File: src/rtl/train_tx_pkg.sv
// Shared types and constants for the train_tx line transmitter.
// The EAV state exists only when TRAIN_TX_EAV_EN is defined.
package train_tx_pkg;

    localparam logic [11:0] TRAIN_WORD_DEF = 12'h719;
    localparam logic [7:0]  IDLE_BYTE_DEF  = 8'h00;

    localparam logic [11:0] EAV_WORD_A = 12'hFFF;
    localparam logic [11:0] EAV_WORD_B = 12'h000;

    typedef enum logic [2:0] {
        ST_IDLE,
        ST_LEAD,
        ST_TRAIN,
`ifdef TRAIN_TX_EAV_EN
        ST_PIX,
        ST_EAV
`else
        ST_PIX
`endif
    } state_t;

    // Byte position inside a three-byte word pair.
    typedef enum logic [1:0] {
        PH0 = 2'd0,
        PH1 = 2'd1,
        PH2 = 2'd2
    } phase_t;

    function automatic phase_t next_phase(input phase_t p);
        case (p)
            PH0:     return PH1;
            PH1:     return PH2;
            default: return PH0;
        endcase
    endfunction

endpackage

File: src/rtl/train_tx_if.sv
// Pixel handshake and byte-stream bundle for train_tx.
interface train_tx_if;

    logic        line_start;
    logic [11:0] pix_data;
    logic        pix_valid;
    logic        pix_ready;
    logic [7:0]  dout;
    logic        xhs_out;
    logic        busy;
    logic        underrun;

    modport master (
        output line_start, pix_data, pix_valid,
        input  pix_ready, dout, xhs_out, busy, underrun
    );

    modport slave (
        input  line_start, pix_data, pix_valid,
        output pix_ready, dout, xhs_out, busy, underrun
    );

endinterface

File: src/rtl/train_tx_pair_packer.sv
// Packs two 12-bit words into three bytes LSB-first, one byte per clock,
// driven by the phase of the byte about to be registered.
module pair_packer
    import train_tx_pkg::*;
#(
    parameter logic [7:0] IDLE_BYTE = IDLE_BYTE_DEF
) (
    input  logic        clk,
    input  logic        nReset,
    input  logic        load_en,
    input  phase_t      phase,
    input  logic [11:0] word,
    output logic [7:0]  dout
);

    logic [3:0] a_hi;
    logic [7:0] b_hi;

    // Word a arrives in phase 0, word b in phase 1; the leftovers are held.
    always_ff @(posedge clk or negedge nReset) begin
        if (!nReset) begin
            dout <= IDLE_BYTE;
            a_hi <= '0;
            b_hi <= '0;
        end else if (!load_en) begin
            dout <= IDLE_BYTE;
        end else begin
            case (phase)
                PH0: begin
                    dout <= word[7:0];
                    a_hi <= word[11:8];
                end
                PH1: begin
                    dout <= {word[3:0], a_hi};
                    b_hi <= word[11:4];
                end
                default: dout <= b_hi;
            endcase
        end
    end

endmodule

File: src/rtl/train_tx.sv
// Line transmitter: lead filler, training words, packed pixels (and an EAV
// pair when TRAIN_TX_EAV_EN is defined) at a fixed, never-stalling rate.
module train_tx
    import train_tx_pkg::*;
#(
    parameter logic [11:0] TRAIN_WORD  = TRAIN_WORD_DEF,
    parameter int          TRAIN_PAIRS = 2,
    parameter int          PIX_PAIRS   = 256,
    parameter int          LEAD        = 2,
    parameter logic [7:0]  IDLE_BYTE   = IDLE_BYTE_DEF
) (
    input  logic       clk,
    input  logic       nReset,
    train_tx_if.slave  bus
);

    localparam int LEAD_W = (LEAD > 1) ? $clog2(LEAD) : 1;
    localparam int MAXP   = (TRAIN_PAIRS > PIX_PAIRS) ? TRAIN_PAIRS : PIX_PAIRS;
    localparam int PAIR_W = (MAXP > 1) ? $clog2(MAXP) : 1;

    localparam logic [LEAD_W-1:0] LEAD_LAST  = LEAD_W'(LEAD - 1);
    localparam logic [PAIR_W-1:0] TRAIN_LAST = PAIR_W'(TRAIN_PAIRS - 1);
    localparam logic [PAIR_W-1:0] PIX_LAST   = PAIR_W'(PIX_PAIRS - 1);

    state_t              state, state_nx;
    phase_t              phase, phase_nx;
    logic [LEAD_W-1:0]   lead_cnt, lead_cnt_nx;
    logic [PAIR_W-1:0]   pair_cnt, pair_cnt_nx;
    logic                ls_q;
    logic                seen_low;
    logic                start_edge;
    logic                load_en;
    logic                pix_take;
    logic [11:0]         word;
    logic                underrun_q;

    // seen_low keeps a line_start held high through reset from looking like an edge.
    assign start_edge = bus.line_start & ~ls_q & seen_low;

    always_ff @(posedge clk or negedge nReset) begin
        if (!nReset) begin
            state    <= ST_IDLE;
            phase    <= PH0;
            lead_cnt <= '0;
            pair_cnt <= '0;
            ls_q     <= 1'b0;
            seen_low <= 1'b0;
        end else begin
            state    <= state_nx;
            phase    <= phase_nx;
            lead_cnt <= lead_cnt_nx;
            pair_cnt <= pair_cnt_nx;
            ls_q     <= bus.line_start;
            seen_low <= seen_low | ~bus.line_start;
        end
    end

    always_comb begin
        state_nx    = state;
        phase_nx    = phase;
        lead_cnt_nx = lead_cnt;
        pair_cnt_nx = pair_cnt;
        case (state)
            ST_IDLE: begin
                if (start_edge) begin
                    state_nx    = ST_LEAD;
                    lead_cnt_nx = '0;
                end
            end
            ST_LEAD: begin
                if (lead_cnt == LEAD_LAST) begin
                    state_nx    = ST_TRAIN;
                    phase_nx    = PH0;
                    pair_cnt_nx = '0;
                end else begin
                    lead_cnt_nx = lead_cnt + 1'b1;
                end
            end
            ST_TRAIN: begin
                if (phase != PH2) begin
                    phase_nx = next_phase(phase);
                end else if (pair_cnt == TRAIN_LAST) begin
                    state_nx    = ST_PIX;
                    phase_nx    = PH0;
                    pair_cnt_nx = '0;
                end else begin
                    phase_nx    = PH0;
                    pair_cnt_nx = pair_cnt + 1'b1;
                end
            end
            ST_PIX: begin
                if (phase != PH2) begin
                    phase_nx = next_phase(phase);
                end else if (pair_cnt == PIX_LAST) begin
`ifdef TRAIN_TX_EAV_EN
                    state_nx    = ST_EAV;
`else
                    state_nx    = ST_IDLE;
`endif
                    phase_nx    = PH0;
                    pair_cnt_nx = '0;
                end else begin
                    phase_nx    = PH0;
                    pair_cnt_nx = pair_cnt + 1'b1;
                end
            end
`ifdef TRAIN_TX_EAV_EN
            ST_EAV: begin
                if (phase != PH2) begin
                    phase_nx = next_phase(phase);
                end else begin
                    state_nx = ST_IDLE;
                    phase_nx = PH0;
                end
            end
`endif
            default: begin
                state_nx    = ST_IDLE;
                phase_nx    = PH0;
                lead_cnt_nx = '0;
                pair_cnt_nx = '0;
            end
        endcase
    end

    // Word selection looks at the upcoming state so the packer registers the right byte.
    always_comb begin
        load_en  = 1'b0;
        pix_take = 1'b0;
        word     = 12'h000;
        case (state_nx)
            ST_TRAIN: begin
                load_en = 1'b1;
                word    = TRAIN_WORD;
            end
            ST_PIX: begin
                load_en  = 1'b1;
                pix_take = (phase_nx != PH2);
                word     = (pix_take && bus.pix_valid) ? bus.pix_data : 12'h000;
            end
`ifdef TRAIN_TX_EAV_EN
            ST_EAV: begin
                load_en = 1'b1;
                word    = (phase_nx == PH0) ? EAV_WORD_A : EAV_WORD_B;
            end
`endif
            default: begin
                load_en = 1'b0;
            end
        endcase
    end

    always_ff @(posedge clk or negedge nReset) begin
        if (!nReset) begin
            underrun_q <= 1'b0;
        end else if (state == ST_IDLE && start_edge) begin
            underrun_q <= 1'b0;
        end else if (pix_take && !bus.pix_valid) begin
            underrun_q <= 1'b1;
        end
    end

    assign bus.pix_ready = pix_take;
    assign bus.xhs_out   = (state != ST_IDLE);
    assign bus.busy      = (state != ST_IDLE);
    assign bus.underrun  = underrun_q;

    pair_packer #(
        .IDLE_BYTE (IDLE_BYTE)
    ) u_packer (
        .clk     (clk),
        .nReset  (nReset),
        .load_en (load_en),
        .phase   (phase_nx),
        .word    (word),
        .dout    (bus.dout)
    );

endmodule

File: src/flat_wrapper.sv
// flat-port wrapper written by rule: the top's interface ports become plain ports
module train_tx_flat import train_tx_pkg::*;
#(
    parameter logic [11:0] TRAIN_WORD  = TRAIN_WORD_DEF,
    parameter int          TRAIN_PAIRS = 2,
    parameter int          PIX_PAIRS   = 256,
    parameter int          LEAD        = 2,
    parameter logic [7:0]  IDLE_BYTE   = IDLE_BYTE_DEF
)
  (clk, nReset, bus_line_start, bus_pix_data, bus_pix_valid, bus_pix_ready, bus_dout, bus_xhs_out, bus_busy, bus_underrun);
  train_tx_if bus_i ();
  input  logic clk;
  input  logic nReset;
  input wire logic [$bits(bus_i.line_start)-1:0] bus_line_start;
  input wire logic [$bits(bus_i.pix_data)-1:0] bus_pix_data;
  input wire logic [$bits(bus_i.pix_valid)-1:0] bus_pix_valid;
  output wire logic [$bits(bus_i.pix_ready)-1:0] bus_pix_ready;
  output wire logic [$bits(bus_i.dout)-1:0] bus_dout;
  output wire logic [$bits(bus_i.xhs_out)-1:0] bus_xhs_out;
  output wire logic [$bits(bus_i.busy)-1:0] bus_busy;
  output wire logic [$bits(bus_i.underrun)-1:0] bus_underrun;
  assign bus_i.line_start = bus_line_start;
  assign bus_i.pix_data = bus_pix_data;
  assign bus_i.pix_valid = bus_pix_valid;
  assign bus_pix_ready = bus_i.pix_ready;
  assign bus_dout = bus_i.dout;
  assign bus_xhs_out = bus_i.xhs_out;
  assign bus_busy = bus_i.busy;
  assign bus_underrun = bus_i.underrun;
  train_tx #(.TRAIN_WORD(TRAIN_WORD), .TRAIN_PAIRS(TRAIN_PAIRS), .PIX_PAIRS(PIX_PAIRS), .LEAD(LEAD), .IDLE_BYTE(IDLE_BYTE)) u_core (.clk(clk), .nReset(nReset), .bus(bus_i));
endmodule
File: config.mk
export PLATFORM = sky130hd
export DESIGN_NAME = train_tx_flat
export DESIGN_NICKNAME = d
export VERILOG_FILES = /design/src/rtl/train_tx_pkg.sv /design/src/rtl/train_tx_if.sv /design/src/rtl/train_tx_pair_packer.sv /design/src/rtl/train_tx.sv /design/src/flat_wrapper.sv
export SDC_FILE = /design/constraint.sdc
export NUM_CORES = 1
export LEC_CHECK = 0
export BUFFER_PORTS_ARGS = -buffer_cell sky130_fd_sc_hd__buf_4
export CAP_MARGIN = 15
export CORE_AREA = 2 2 66 93
export CTS_CLUSTER_DIAMETER = 30
export DETAILED_ROUTE_END_ITERATION = 8
export DIE_AREA = 0 0 68 95
export SYNTH_ARGS = -nofsm -noshare
export SYNTH_HDL_FRONTEND = slang
export SYNTH_SLANG_ARGS = --single-unit
File: constraint.sdc
create_clock -name clk -period 3.95 [get_ports clk]
set_clock_uncertainty 0.2 [all_clocks]
set_input_delay 0.1975 -clock clk [delete_from_list [all_inputs] [get_ports clk]]
set_output_delay 0.1975 -clock clk [all_outputs]
set_load 0.005 [all_outputs]
==> out/qor.log, run 1 <==
qor: critical_path.critical_path.startpoint_type flop
qor: critical_path.worstSetupEndpointType flop
qor: placement.dp_slack 1.34 ns
qor: die.initial_core_util 0.338
qor: layout.synthToLayoutAreaGrowth 21.5%
qor: route.dr_total_vias 1,645
qor: critical_path.ordered_list_of_cells_on_the_worst_path nor4bb_1 -> a311oi_2 -> o21ai_2 -> nor3_1 -> a22o_1
qor: placement.io_buffers 27
qor: clock_network.cts_tree built
qor: timing.post-route-min-period 2.66 ns
qor: timing.max-slew-margin-rel 0.525
qor: layout.register_area 926 um^2
qor: timing.finalWorstSetupSlack 1.29 ns
qor: route.detailed_router_iteration_count_before_antenna_repair 4
qor: global_routing.grt_pass1_wl 7730 um
qor: timing.grt_setup_unrepaired false
qor: route.wl_met1 1890 um
qor: global_routing.grt-ovfl-total 0
qor: layout.multiInputGateArea 912 um^2
qor: yosys.synth-main-ff-cell sky130_fd_sc_hd__dfrtp_1
qor: layout.antenna_cells 0
qor: layout.most-common-layout-cells 37 x sky130_fd_sc_hd__dfrtp_1, 28 x sky130_fd_sc_hd__buf_4, 23 x sky130_fd_sc_hd__nand2_1
qor: critical_path.critPathRequiredTime 3.98 ns
qor: timing.layout_worst_path_cycle_share 0.675
qor: yosys.largest_family_of_logic_cells_by_synthesized_area compound AO/OA/AOI/OAI gates
qor: clock_network.cts_sinks 37
qor: global_routing.number_of_global_route_vias_before_repair 1,634
qor: yosys.netlist_instances 206
qor: status.run_status completed
qor: timing.tightestPinTransition 0.713 ns
qor: clock_network.cts_resized 0
qor: route.remaining_drc_errors 0
qor: power.leakage 1.01 nW
qor: yosys.synth_simple_gate_area_frac 0.218
qor: layout.filler_cell_count 596
qor: timing.timing.setup.tns 0 ns
qor: yosys.part_of_the_yosys_area_used_for_sequential_elements 0.481
qor: yosys.asyncSetResetFlopFracSynth 1.00
qor: route.top_layer_used met4
qor: yosys.postSynthNetCount 224
qor: layout.layout.cells.most_common sky130_fd_sc_hd__dfrtp_1
qor: die.die_y 95 um
qor: run.drv.max_cap_violation_count 0
qor: route.routedWlPerCell 15.3 um
qor: clock_network.htreeDepth 2
qor: critical_path.worst-path-buf-inv 0
qor: die.die_area 6460 um^2
qor: clock_network.num_cts_buffers 5
qor: yosys.area_of_the_mapped_netlist 1930 um^2
qor: critical_path.worst-r2r-cell-count 5
qor: route.detailroute.wirelength.met2 2520 um
qor: yosys.post_synth_fa_ha_maj_area_fraction 0.0130
qor: placement.routabilityCongestion 0.822
qor: yosys.synth_edf_count 0
qor: yosys.ys_types 50
qor: yosys.syn_area_per_cell 9.35 um^2
qor: die.std_cell_rows 33
qor: yosys.synth_mux_area_frac 0.0156
qor: global_routing.antenna_violations_before_repair 0
qor: clock_network.ctsLongestPathBuffers 2
qor: route.met3_length 203 um
qor: clock_network.post_cts_hold_fix_bufs 8
qor: yosys.synth_xor_area_frac 0
qor: yosys.yosys_warnings 0
qor: route.vias_per_cell 5.31
qor: critical_path.worst-path-max-fanout 20
qor: clock_network.postCtsSetupBuffers 0
qor: critical_path.path_depth 5
qor: clock_network.worst_setup_hold_path_clk_slew 0.08 ns
qor: hold_path.timing.hold.worst_path_depth 3
qor: placement.dpl.hpwl 3460 um
qor: route.dr.first_iter.drc_count 84
qor: timing.finalSetupViolCount 0
qor: critical_path.critical-path-max-stage-delay 0.71 ns
qor: global_routing.globalRouteTotalUtil 0.160
qor: critical_path.cell_with_the_largest_stage_delay_on_the_worst_path sky130_fd_sc_hd__dfrtp_1
qor: timing.timing_hold_violations_final 0
qor: die.die-width 68 um
qor: die.boundaryPins 28
qor: clock_network.worstSkewPairLatency 0.29 ns
qor: layout.drive_gt1_frac 0.196
qor: yosys.synth_area_in_compound_gates 0.225
qor: critical_path.worst-endpoint-arrival 2.70 ns
qor: clock_network.clock-root-buffer sky130_fd_sc_hd__clkbuf_8
qor: layout.nNetsFinal 257
qor: power.power.ir.vdd_worst 103 uV
qor: timing.slew_violations 0
qor: power.power_per_cell_area 357 nW/um^2
qor: yosys.count_of_state_elements_after_synthesis 37
qor: critical_path.timing_worst_setup_path_type flop to flop
qor: hold_path.hp-class input port to flop
qor: timing.max_freq 375 MHz
qor: global_routing.grt_start_max_net_pins 38
qor: route.detail_route.wirelength 4750 um
qor: critical_path.worst_path_dominant_cell_family compound AO/OA/AOI/OAI gates
qor: route.antenna_violating_nets_post_route 0
qor: die.placeableCoreArea 5700 um^2
==> worst paths after layout <==
path / from / end / slack (ns)
hold reg to reg: u_core.seen_low$_DFF_PN0_ / u_core.seen_low$_DFF_PN0_ / 0.26
setup / recovery: u_core.state[2]$_DFF_PN0_ / u_core.u_packer.dout[7]$_DFF_PN0_ / 1.29
hold / removal: bus_pix_data[0] / u_core.u_packer.dout[0]$_DFF_PN0_ / 0.02
min in group asynchronous: nReset / u_core.u_packer.dout[3]$_DFF_PN0_ / 0.20
max in group asynchronous: nReset / u_core.pair_cnt[4]$_DFFE_PN0P_ / 3.01
setup reg to reg: u_core.state[2]$_DFF_PN0_ / u_core.u_packer.dout[7]$_DFF_PN0_ / 1.29
==> stage by stage <==
| step | instance area (um^2) | hold WS, ns | power [mW] | instances | utilization |
|---|---|---|---|---|---|
| global route | 2340 | 0.0321 | 0.882 | 310 | 0.411 |
| global placement | 2180 | -0.0151 | 0.576 | 294 | 0.382 |
| CTS | 2340 | 0.0148 | 0.845 | 310 | 0.411 |
| floorplan | 1930 | -0.298 | 0.526 | 206 | - |
| finish | 2340 | 0.0194 | 0.835 | 310 | 0.411 |
| detailed placement | 2180 | -0.00714 | 0.580 | 294 | 0.382 |
==> worst reg2reg max path, delay by kind of cell, from the launching register on <==
family,cells,cell delay [ns]
AO/OA/AOI/OAI,3,1.13
flip-flops,1,0.71
AND/OR/NAND/NOR,2,0.56
==> layer usage <==
layer,GRT usage,vias to the layer above
met2,0.285,47
met1,0.180,781
met3,0.0298,12
li1,-,805
met5,0,-
met4,0.0700,0
==> cells in the mapped netlist, types with 2 or more instances <==
cell | number | area [um^2]
sky130_fd_sc_hd__a211o_1 | 2 | 17.5
sky130_fd_sc_hd__a21o_1 | 2 | 15.0
sky130_fd_sc_hd__a21oi_1 | 21 | 105
sky130_fd_sc_hd__a22o_1 | 3 | 26.3
sky130_fd_sc_hd__a22oi_1 | 2 | 15.0
sky130_fd_sc_hd__a2bb2oi_1 | 2 | 17.5
sky130_fd_sc_hd__buf_2 | 4 | 20.0
sky130_fd_sc_hd__clkbuf_1 | 4 | 15.0
sky130_fd_sc_hd__dfrtp_1 | 37 | 926
sky130_fd_sc_hd__ha_1 | 2 | 25.0
sky130_fd_sc_hd__inv_1 | 11 | 41.3
sky130_fd_sc_hd__mux2i_1 | 3 | 30.0
sky130_fd_sc_hd__nand2_1 | 23 | 86.3
sky130_fd_sc_hd__nand2b_1 | 3 | 18.8
sky130_fd_sc_hd__nand3_1 | 8 | 40.0
sky130_fd_sc_hd__nand3b_1 | 2 | 15.0
sky130_fd_sc_hd__nor2_1 | 15 | 56.3
sky130_fd_sc_hd__nor2b_1 | 3 | 18.8
sky130_fd_sc_hd__nor3_1 | 3 | 15.0
sky130_fd_sc_hd__o21ai_0 | 13 | 65.1
sky130_fd_sc_hd__o22ai_1 | 6 | 37.5
sky130_fd_sc_hd__o2bb2ai_1 | 2 | 17.5
sky130_fd_sc_hd__o31ai_1 | 2 | 15.0
sky130_fd_sc_hd__or2_2 | 3 | 18.8
sky130_fd_sc_hd__or3_1 | 4 | 25.0
sky130_fd_sc_hd__or4b_2 | 2 | 20.0
==> flip-flops by register name, summed over array words and instances (netlist names) <==
name	cells
u_core.lead_cnt	1
u_core.u_packer.dout	8
u_core.phase	2
u_core.ls_q	1
u_core.u_packer.a_hi	4
u_core.state	3
u_core.seen_low	1
u_core.bus.underrun	1
u_core.u_packer.b_hi	8
u_core.pair_cnt	8
==> cells by family (layout without fill, tap and decap cells) <==
kind of cell    after synthesis  in the layout
compound gates               66             66
fa+ha+maj                     2              2
buf+inv                      21             55
flops                        37             37
mux                           3              3
other cells                   1              1
simple gates                 76             76
==> cell type report <==
class,count,area share
inverters,11,0.0176
multi-input cells,148,0.390
clock inverters,2,0.00428
clock buffers,6,0.0310
flip-flops and latches,37,0.396
repair buffers,36,0.124
well taps,70,0.0374
==> report_power, final <==
part           leakage, nW  total [mW]  internal, mW  switching (mW)
registers            0.468       0.464         0.427          0.0374
clock network       0.0450       0.258         0.122           0.135
logic                0.496       0.113        0.0527          0.0598
Power figures use the tool's default switching activity.
==> run 2, diff against run 1 <==
Settings changed: ABC_AREA from default to 1, CORE_AREA 2 2 66 93 to 2 2 69 97, DIE_AREA 0 0 68 95 to 0 0 71 99.
Clock period 3.95 ns to 2.2 ns, I/O delays scaled along.
==> run 2 against run 1 <==
  * Routed wire length rose by 5.4%
  * Final area rose by 11%
  * Synthesized cell count is 29% higher
  * Combinational power rose by 120%
  * Global-route usage decreased by 0.96 points
==> out/qor.log, run 2 <==
qor: layout.drive_gt1_frac 0.232 [+0.0367]
qor: critical_path.worst-endpoint-arrival 1.81 ns [-0.89 ns]
qor: yosys.postSynthNetCount 284 [+27%]
qor: global_routing.antenna_violations_before_repair 0 [unchanged]
qor: route.vias_per_cell 4.79 [-9.7%]
qor: yosys.synth-main-ff-cell sky130_fd_sc_hd__dfrtp_1
qor: critical_path.cell_with_the_largest_stage_delay_on_the_worst_path sky130_fd_sc_hd__dfrtp_1
qor: yosys.count_of_state_elements_after_synthesis 37 [unchanged]
qor: timing.layout_worst_path_cycle_share 0.964
qor: die.initial_core_util 0.336 [-0.00224]
qor: power.power.total 1.58 mW [+89%]
qor: hold_path.hp-class input port to async pin
qor: clock_network.htreeDepth 2 [unchanged]
qor: timing.timing.setup.tns 0 ns [unchanged]
qor: placement.dpl.hpwl 3670 um [+6.1%]
qor: timing.timing_hold_violations_final 0 [unchanged]
qor: yosys.asyncSetResetFlopFracSynth 1.00 [unchanged]
qor: route.antenna_violating_nets_post_route 0 [unchanged]
qor: placement.numPlacedInstances 363 [+23%]
qor: clock_network.ctsLongestPathBuffers 2 [unchanged]
qor: global_routing.grt-ovfl-total 0 [unchanged]
qor: yosys.yosys_warnings 0 [unchanged]
qor: critical_path.critical_path.startpoint_type flop
qor: layout.synthToLayoutAreaGrowth 26.0%
qor: die.die-width 71 um [+4.4%]
qor: critical_path.cp-startpoint u_core.pair_cnt[0]$_DFFE_PN0P_
qor: route.dr_total_vias 1,849 [+12%]
qor: yosys.post_synth_fa_ha_maj_area_fraction 0.0121 [-0.000911]
qor: run.drv.max_cap_violation_count 0 [unchanged]
qor: layout.antenna_cells 0 [unchanged]
qor: clock_network.clock-root-buffer sky130_fd_sc_hd__clkbuf_8
qor: yosys.ys_types 34 [-32%]
qor: layout.nNetsFinal 331 [+29%]
qor: layout.layout.cells.most_common sky130_fd_sc_hd__nand2_1
qor: global_routing.grt_pass1_wl 8220 um [+6.4%]
qor: yosys.largest_family_of_logic_cells_by_synthesized_area simple AND/OR/NAND/NOR gates
qor: power.power.ir.vdd_worst 254 uV [+150%]
qor: placement.io_buffers 27 [unchanged]
qor: yosys.synth_top_cell_by_area sky130_fd_sc_hd__dfrtp_1
qor: critical_path.path_depth 9 [+4]
qor: status.run_status completed
qor: timing.finalSetupViolCount 0 [unchanged]
qor: yosys.netlist.area_leader.share 0.447 [-0.0337]
qor: timing.post-route-min-period 2.12 ns
qor: clock_network.cts_tree built
qor: die.placeableCoreArea 6170 um^2 [+8.3%]
qor: critical_path.timing.reg2reg.setup_slack 0.12 ns [-1.17 ns]
qor: yosys.synth_area_in_compound_gates 0.0773 [-0.147]
qor: critical_path.timing_worst_setup_path_type flop to output port
qor: critical_path.worstReg2RegStart u_core.pair_cnt[0]$_DFFE_PN0P_
qor: critical_path.critical-path-max-stage-delay 0.42 ns [-0.29 ns]
qor: yosys.syn_area_per_cell 7.78 um^2 [-17%]
qor: die.boundaryPins 28 [unchanged]
qor: yosys.netlist_instances 266 [+29%]
qor: clock_network.cts_sinks 37 [unchanged]
qor: global_routing.grt_start_max_net_pins 38 [unchanged]
qor: critical_path.critical_path_destination bus_pix_ready
qor: critical_path.worst-r2r-cell-count 11 [+6]
qor: route.dr.first_iter.drc_count 85 [+1.2%]
qor: yosys.area_of_the_mapped_netlist 2070 um^2 [+7.5%]
qor: clock_network.worstSkewPairLatency 0.30 ns [about the same]
qor: critical_path.crit-reg2reg-capture u_core.u_packer.dout[2]$_DFF_PN0_
qor: critical_path.worst-path-max-fanout 5 [-75%]
qor: yosys.synth_edf_count 0 [unchanged]
qor: die.std_cell_rows 34 [+3.0%]
qor: timing.timing.hold.ws 0.105 ns [+0.0857 ns]
qor: clock_network.num_cts_buffers 5 [unchanged]
qor: critical_path.worst-path-buf-inv 3 [+3]
qor: critical_path.critPathRequiredTime 1.89 ns [-2.09 ns]
qor: layout.filler_cell_count 633 [+6.2%]
qor: critical_path.worstSetupEndpointType output port
qor: die.die_y 99 um [+4.2%]
qor: route.routedWlPerCell 13.0 um [-15%]
qor: route.remaining_drc_errors 0 [unchanged]
qor: placement.dp_slack 0.158 ns [-1.18 ns]
qor: timing.max_freq 471 MHz
qor: placement.routabilityCongestion 0.888 [+8.1%]
qor: layout.fin_cells 386 [+25%]
qor: yosys.part_of_the_yosys_area_used_for_sequential_elements 0.447 [-0.0337]
qor: critical_path.ordered_list_of_cells_on_the_worst_path ha_1 -> inv_1 -> nor2_2 -> nand4_1 -> nand2_2 -> nand2_1 -> nand2_2 -> inv_1 -> buf_4
qor: power.leakage 1.35 nW [+34%]
qor: layout.reg_top3 u_core.pair_cnt: 8 flops, u_core.u_packer.b_hi: 8 flops, u_core.u_packer.dout: 8 flops
qor: die.die_area 7030 um^2 [+8.8%]
qor: global_routing.number_of_global_route_vias_before_repair 1,797 [+10%]
qor: yosys.synth_simple_gate_area_frac 0.374 [+0.156]
qor: power.power_per_cell_area 605 nW/um^2 [+69%]
qor: timing.slew_violations 0 [unchanged]
qor: route.detailed_router_iteration_count_before_antenna_repair 5 [+1]
qor: timing.finalWorstSetupSlack 0.0790 ns [-1.21 ns]
qor: yosys.synth_xor_area_frac 0.00846 [+0.00846]
qor: layout.most-common-layout-cells 90 x sky130_fd_sc_hd__nand2_1, 35 x sky130_fd_sc_hd__dfrtp_1, 29 x sky130_fd_sc_hd__buf_4
qor: yosys.post-synth-top-count-cell sky130_fd_sc_hd__nand2_1
qor: clock_network.worst_setup_hold_path_clk_slew 0.08 ns [about the same]
qor: critical_path.worst_path_dominant_cell_family simple AND/OR/NAND/NOR gates
qor: route.detail_route.wirelength 5000 um [+5.4%]
qor: yosys.synth_mux_area_frac 0 [-0.0156]
qor: yosys.synth.top_cells.by_count 91 x sky130_fd_sc_hd__nand2_1, 37 x sky130_fd_sc_hd__dfrtp_1, 28 x sky130_fd_sc_hd__inv_1
qor: global_routing.globalRouteTotalUtil 0.150 [-0.00962]
qor: yosys.post_synth_main_area_contributors sky130_fd_sc_hd__dfrtp_1 45%, sky130_fd_sc_hd__nand2_1 16%, sky130_fd_sc_hd__inv_1 5.1%
-- run 2: cell type report --
type	count	area, um^2	area share
Sequential cell	37	928	0.356
Timing Repair Buffer	44	378	0.145
Inverter	33	129	0.0494
Clock inverter	3	17.5	0.00671
Multi-Input combinational cell	192	997	0.382
Tap cell	72	90.1	0.0345
Clock buffer	5	68.8	0.0264
-- run 2: kinds of logic after synthesis --
| group | Yosys count |
|---|---|
| compound gates | 27 |
| flops | 37 |
| other cells | 1 |
| simple gates | 160 |
| buf+inv | 37 |
| fa+ha+maj | 2 |
| xor+xnor | 2 |
-- run 2: worst min-delay path by stage --
stage | depth (start not counted) | endpoint | slack [ns]
2_1_floorplan | 0 | u_core.bus.underrun$_DFFE_PN0P_ | -0.39
3_3_place_gp | 1 | u_core.lead_cnt$_DFFE_PN0P_ | -0.09
3_5_place_dp | 1 | u_core.seen_low$_DFF_PN0_ | -0.09
4_1_cts | 2 | u_core.phase[0]$_DFF_PN0_ | 0.13
5_1_grt | 2 | u_core.phase[0]$_DFF_PN0_ | 0.16
6_report | 2 | u_core.phase[0]$_DFF_PN0_ | 0.11
-- run 2: report_power, final --
| part | switching (mW) | internal, mW | total (mW) |
|---|---|---|---|
| Sequential | 0.0643 | 0.779 | 0.843 |
| Combinational | 0.142 | 0.107 | 0.250 |
| Clock | 0.266 | 0.219 | 0.485 |
-- run 2: layer usage --
layer	vias up	wire length (um)	global-route usage
met3	9	192	0.0327
met4	0	114	0.0682
met1	868	2080	0.173
met5	-	0	0
met2	41	2620	0.262
li1	931	-	-
-- run 2: timing repair --
item	in CTS	in global routing
setup endpoints to repair	0	1
hold endpoints to repair	58	0
resized for setup	0	6
hold buffers	14	0
buffers inserted	0	1
-- run 2: stage by stage --
stage	utilization	area (um^2)
5_1_grt	0.423	2610
2_1_floorplan	-	2070
3_5_place_dp	0.380	2340
6_report	0.423	2610
3_3_place_gp	0.380	2340
4_1_cts	0.417	2570
==> run 3, diff against run 2 <==
Settings changed: PLACE_DENSITY from default to 0.62.
==> run 3 against run 2 <==
  * Global-route usage decreased by 0.12 points
  * Combinational power decreased by 2%
  * Maximum frequency increased by 1.5%
  * Die area unchanged
  * First-iteration DRC count increased by 38%
  * Final area decreased by 0.29%
  * Setup slack improved by 0.032 ns
  * Utilization decreased by 0.12 points
  * Total power increased by 8.2%
  * Largest cell class unchanged
  * Largest power group unchanged
==> out/qor.log, run 3 (same netlist as run 2, synthesis figures left out) <==
qor: power.power.ir.vdd_worst 256 uV [+0.72%]
qor: route.routedWlPerCell 12.8 um [-1.1%]
qor: power.leakage 1.34 nW [-0.36%]
qor: global_routing.number_of_global_route_vias_before_repair 1,835 [+2.1%]
qor: critical_path.worstSetupEndpointType output port
qor: global_routing.grt_start_max_net_pins 38 [unchanged]
qor: die.die_area 7030 um^2 [unchanged]
qor: timing.slew_violations 0 [unchanged]
qor: clock_network.num_cts_buffers 5 [unchanged]
qor: hold_path.hp-class input port to flop
qor: clock_network.htreeDepth 2 [unchanged]
qor: clock_network.clock-root-buffer sky130_fd_sc_hd__clkbuf_8
qor: timing.timing.setup.tns 0 ns [unchanged]
qor: layout.layout.cells.most_common sky130_fd_sc_hd__nand2_1
qor: placement.routabilityCongestion 0.828 [-6.7%]
qor: die.die_y 99 um [unchanged]
qor: die.boundaryPins 28 [unchanged]
qor: clock_network.worstSkewPairLatency 0.29 ns [about the same]
qor: die.initial_core_util 0.336 [unchanged]
qor: placement.dp_slack 0.181 ns [+0.0228 ns]
qor: timing.timing_hold_violations_final 0 [unchanged]
qor: layout.synthToLayoutAreaGrowth 25.6%
qor: die.std_cell_rows 34 [unchanged]
qor: timing.finalSetupViolCount 0 [unchanged]
qor: critical_path.cell_with_the_largest_stage_delay_on_the_worst_path sky130_fd_sc_hd__dfrtp_1
qor: global_routing.grt-ovfl-total 0 [unchanged]
qor: route.remaining_drc_errors 0 [unchanged]
qor: clock_network.cts_sinks 37 [unchanged]
qor: die.placeableCoreArea 6170 um^2 [unchanged]
qor: clock_network.worst_setup_hold_path_clk_slew 0.08 ns [about the same]
qor: layout.antenna_cells 0 [unchanged]
qor: critical_path.critical-path-max-stage-delay 0.50 ns [+0.08 ns]
qor: route.vias_per_cell 4.79 [about the same]
qor: critical_path.critical_path.startpoint_type flop
qor: timing.grt_setup_unrepaired false
qor: run.drv.max_cap_violation_count 0 [unchanged]
qor: route.antenna_violating_nets_post_route 0 [unchanged]
qor: global_routing.grt_pass1_wl 8250 um [+0.26%]
qor: clock_network.ctsLongestPathBuffers 2 [unchanged]
qor: layout.most-common-layout-cells 90 x sky130_fd_sc_hd__nand2_1, 36 x sky130_fd_sc_hd__dfrtp_1, 29 x sky130_fd_sc_hd__buf_4
qor: critical_path.ordered_list_of_cells_on_the_worst_path inv_2 -> nand2_4 -> inv_2 -> nand2_2 -> nand3_4 -> nand2_4 -> nand2_1 -> inv_1 -> buf_4
qor: critical_path.timing_worst_setup_path_type flop to output port
qor: route.detailed_router_iteration_count_before_antenna_repair 5 [unchanged]
qor: layout.drive_gt1_frac 0.228 [-0.00419]
qor: critical_path.worst-path-max-fanout 12 [+7]
qor: route.dr.first_iter.drc_count 117 [+38%]
qor: placement.io_buffers 27 [unchanged]
qor: timing.finalWorstSetupSlack 0.111 ns [+0.0317 ns]
qor: global_routing.globalRouteTotalUtil 0.149 [-0.00123]
qor: route.detail_route.wirelength 4910 um [-1.9%]
qor: critical_path.worst-endpoint-arrival 1.78 ns [-0.03 ns]
qor: power.power_per_cell_area 656 nW/um^2 [+8.5%]
qor: timing.post-route-min-period 2.09 ns [-0.0317 ns]
qor: placement.dpl.hpwl 3710 um [+1.2%]
qor: layout.nNetsFinal 328 [-0.91%]
qor: global_routing.antenna_violations_before_repair 0 [unchanged]
qor: critical_path.critPathRequiredTime 1.89 ns [about the same]
qor: status.run_status completed
qor: clock_network.cts_tree built
qor: layout.reg_top3 u_core.pair_cnt: 8 flops, u_core.u_packer.b_hi: 8 flops, u_core.u_packer.dout: 8 flops
qor: route.dr_total_vias 1,834 [-0.81%]
qor: die.die-width 71 um [unchanged]
qor: timing.max_freq 479 MHz [+1.5%]
qor: timing.layout_worst_path_cycle_share 0.950 [-0.0144]
## run 3: path summary, 6_finish.rpt
kind / start / end / slack [ns] / cells past startpoint
worst max-delay path: u_core.state[1]$_DFF_PN0_ / bus_pix_ready / 0.11 / 9
worst min-delay path: bus_pix_data[9] / u_core.u_packer.a_hi[1]$_DFFE_PN0P_ / 0.005 / 5
worst max register to register: u_core.pair_cnt[0]$_DFFE_PN0P_ / u_core.u_packer.dout[2]$_DFF_PN0_ / 0.22 / 10
worst min register to register: u_core.seen_low$_DFF_PN0_ / u_core.seen_low$_DFF_PN0_ / 0.26 / 2
max in group asynchronous: nReset / u_core.state[2]$_DFF_PN0_ / 1.34 / 2
min in group asynchronous: nReset / u_core.phase[0]$_DFF_PN0_ / 0.11 / 2
## run 3: where the power goes
group / switching [mW] / total [mW] / internal, mW / leakage (nW)
sequential: 0.0618 / 0.841 / 0.779 / 0.485
clock: 0.252 / 0.621 / 0.369 / 0.0574
combinational: 0.141 / 0.245 / 0.104 / 0.802
## run 3: routing by layer
layer	wire (um)	share of wire	track usage
met2	2670	0.54	0.270
met3	193	0.039	0.0286
met1	1960	0.40	0.169
met4	89	0.018	0.0581
met5	0	0	0
## run 3: critical path: cells and delay by family (launching register included)
family / cells / cell delay (ns)
buffers and inverters: 4 / 0.35
DFF: 1 / 0.50
and+or+nand+nor: 5 / 0.63
## run 3: what timing repair did
action | in CTS | in global routing
setup buffers | 0 | 1
setup endpoints to repair | 0 | 1
gates resized for setup | 0 | 5
endpoints found under the hold margin | 53 | 0
hold buffers | 12 | 0
## run 3: cell type report
cell class	count	area, um^2
fillers	634	3570
multi-input cells	192	997
flip-flops and latches	37	927
repair buffers	41	338
inverters	33	129
well taps	72	90.1
clock buffers	6	82.6
clock inverters	2	37.5
## run 3: per-stage QoR
| stage | hold WS, ns | utilization | instance area (um^2) | power (mW) | std cells |
|---|---|---|---|---|---|
| 2_1_floorplan | -0.386 | - | 2070 | 0.987 | 266 |
| 3_3_place_gp | -0.0870 | 0.379 | 2340 | 1.07 | 362 |
| 3_5_place_dp | -0.0887 | 0.379 | 2340 | 1.08 | 362 |
| 4_1_cts | 0.00515 | 0.418 | 2580 | 1.72 | 382 |
| 5_1_grt | 0.0175 | 0.422 | 2600 | 1.81 | 383 |
| 6_report | 0.00487 | 0.422 | 2600 | 1.71 | 383 |
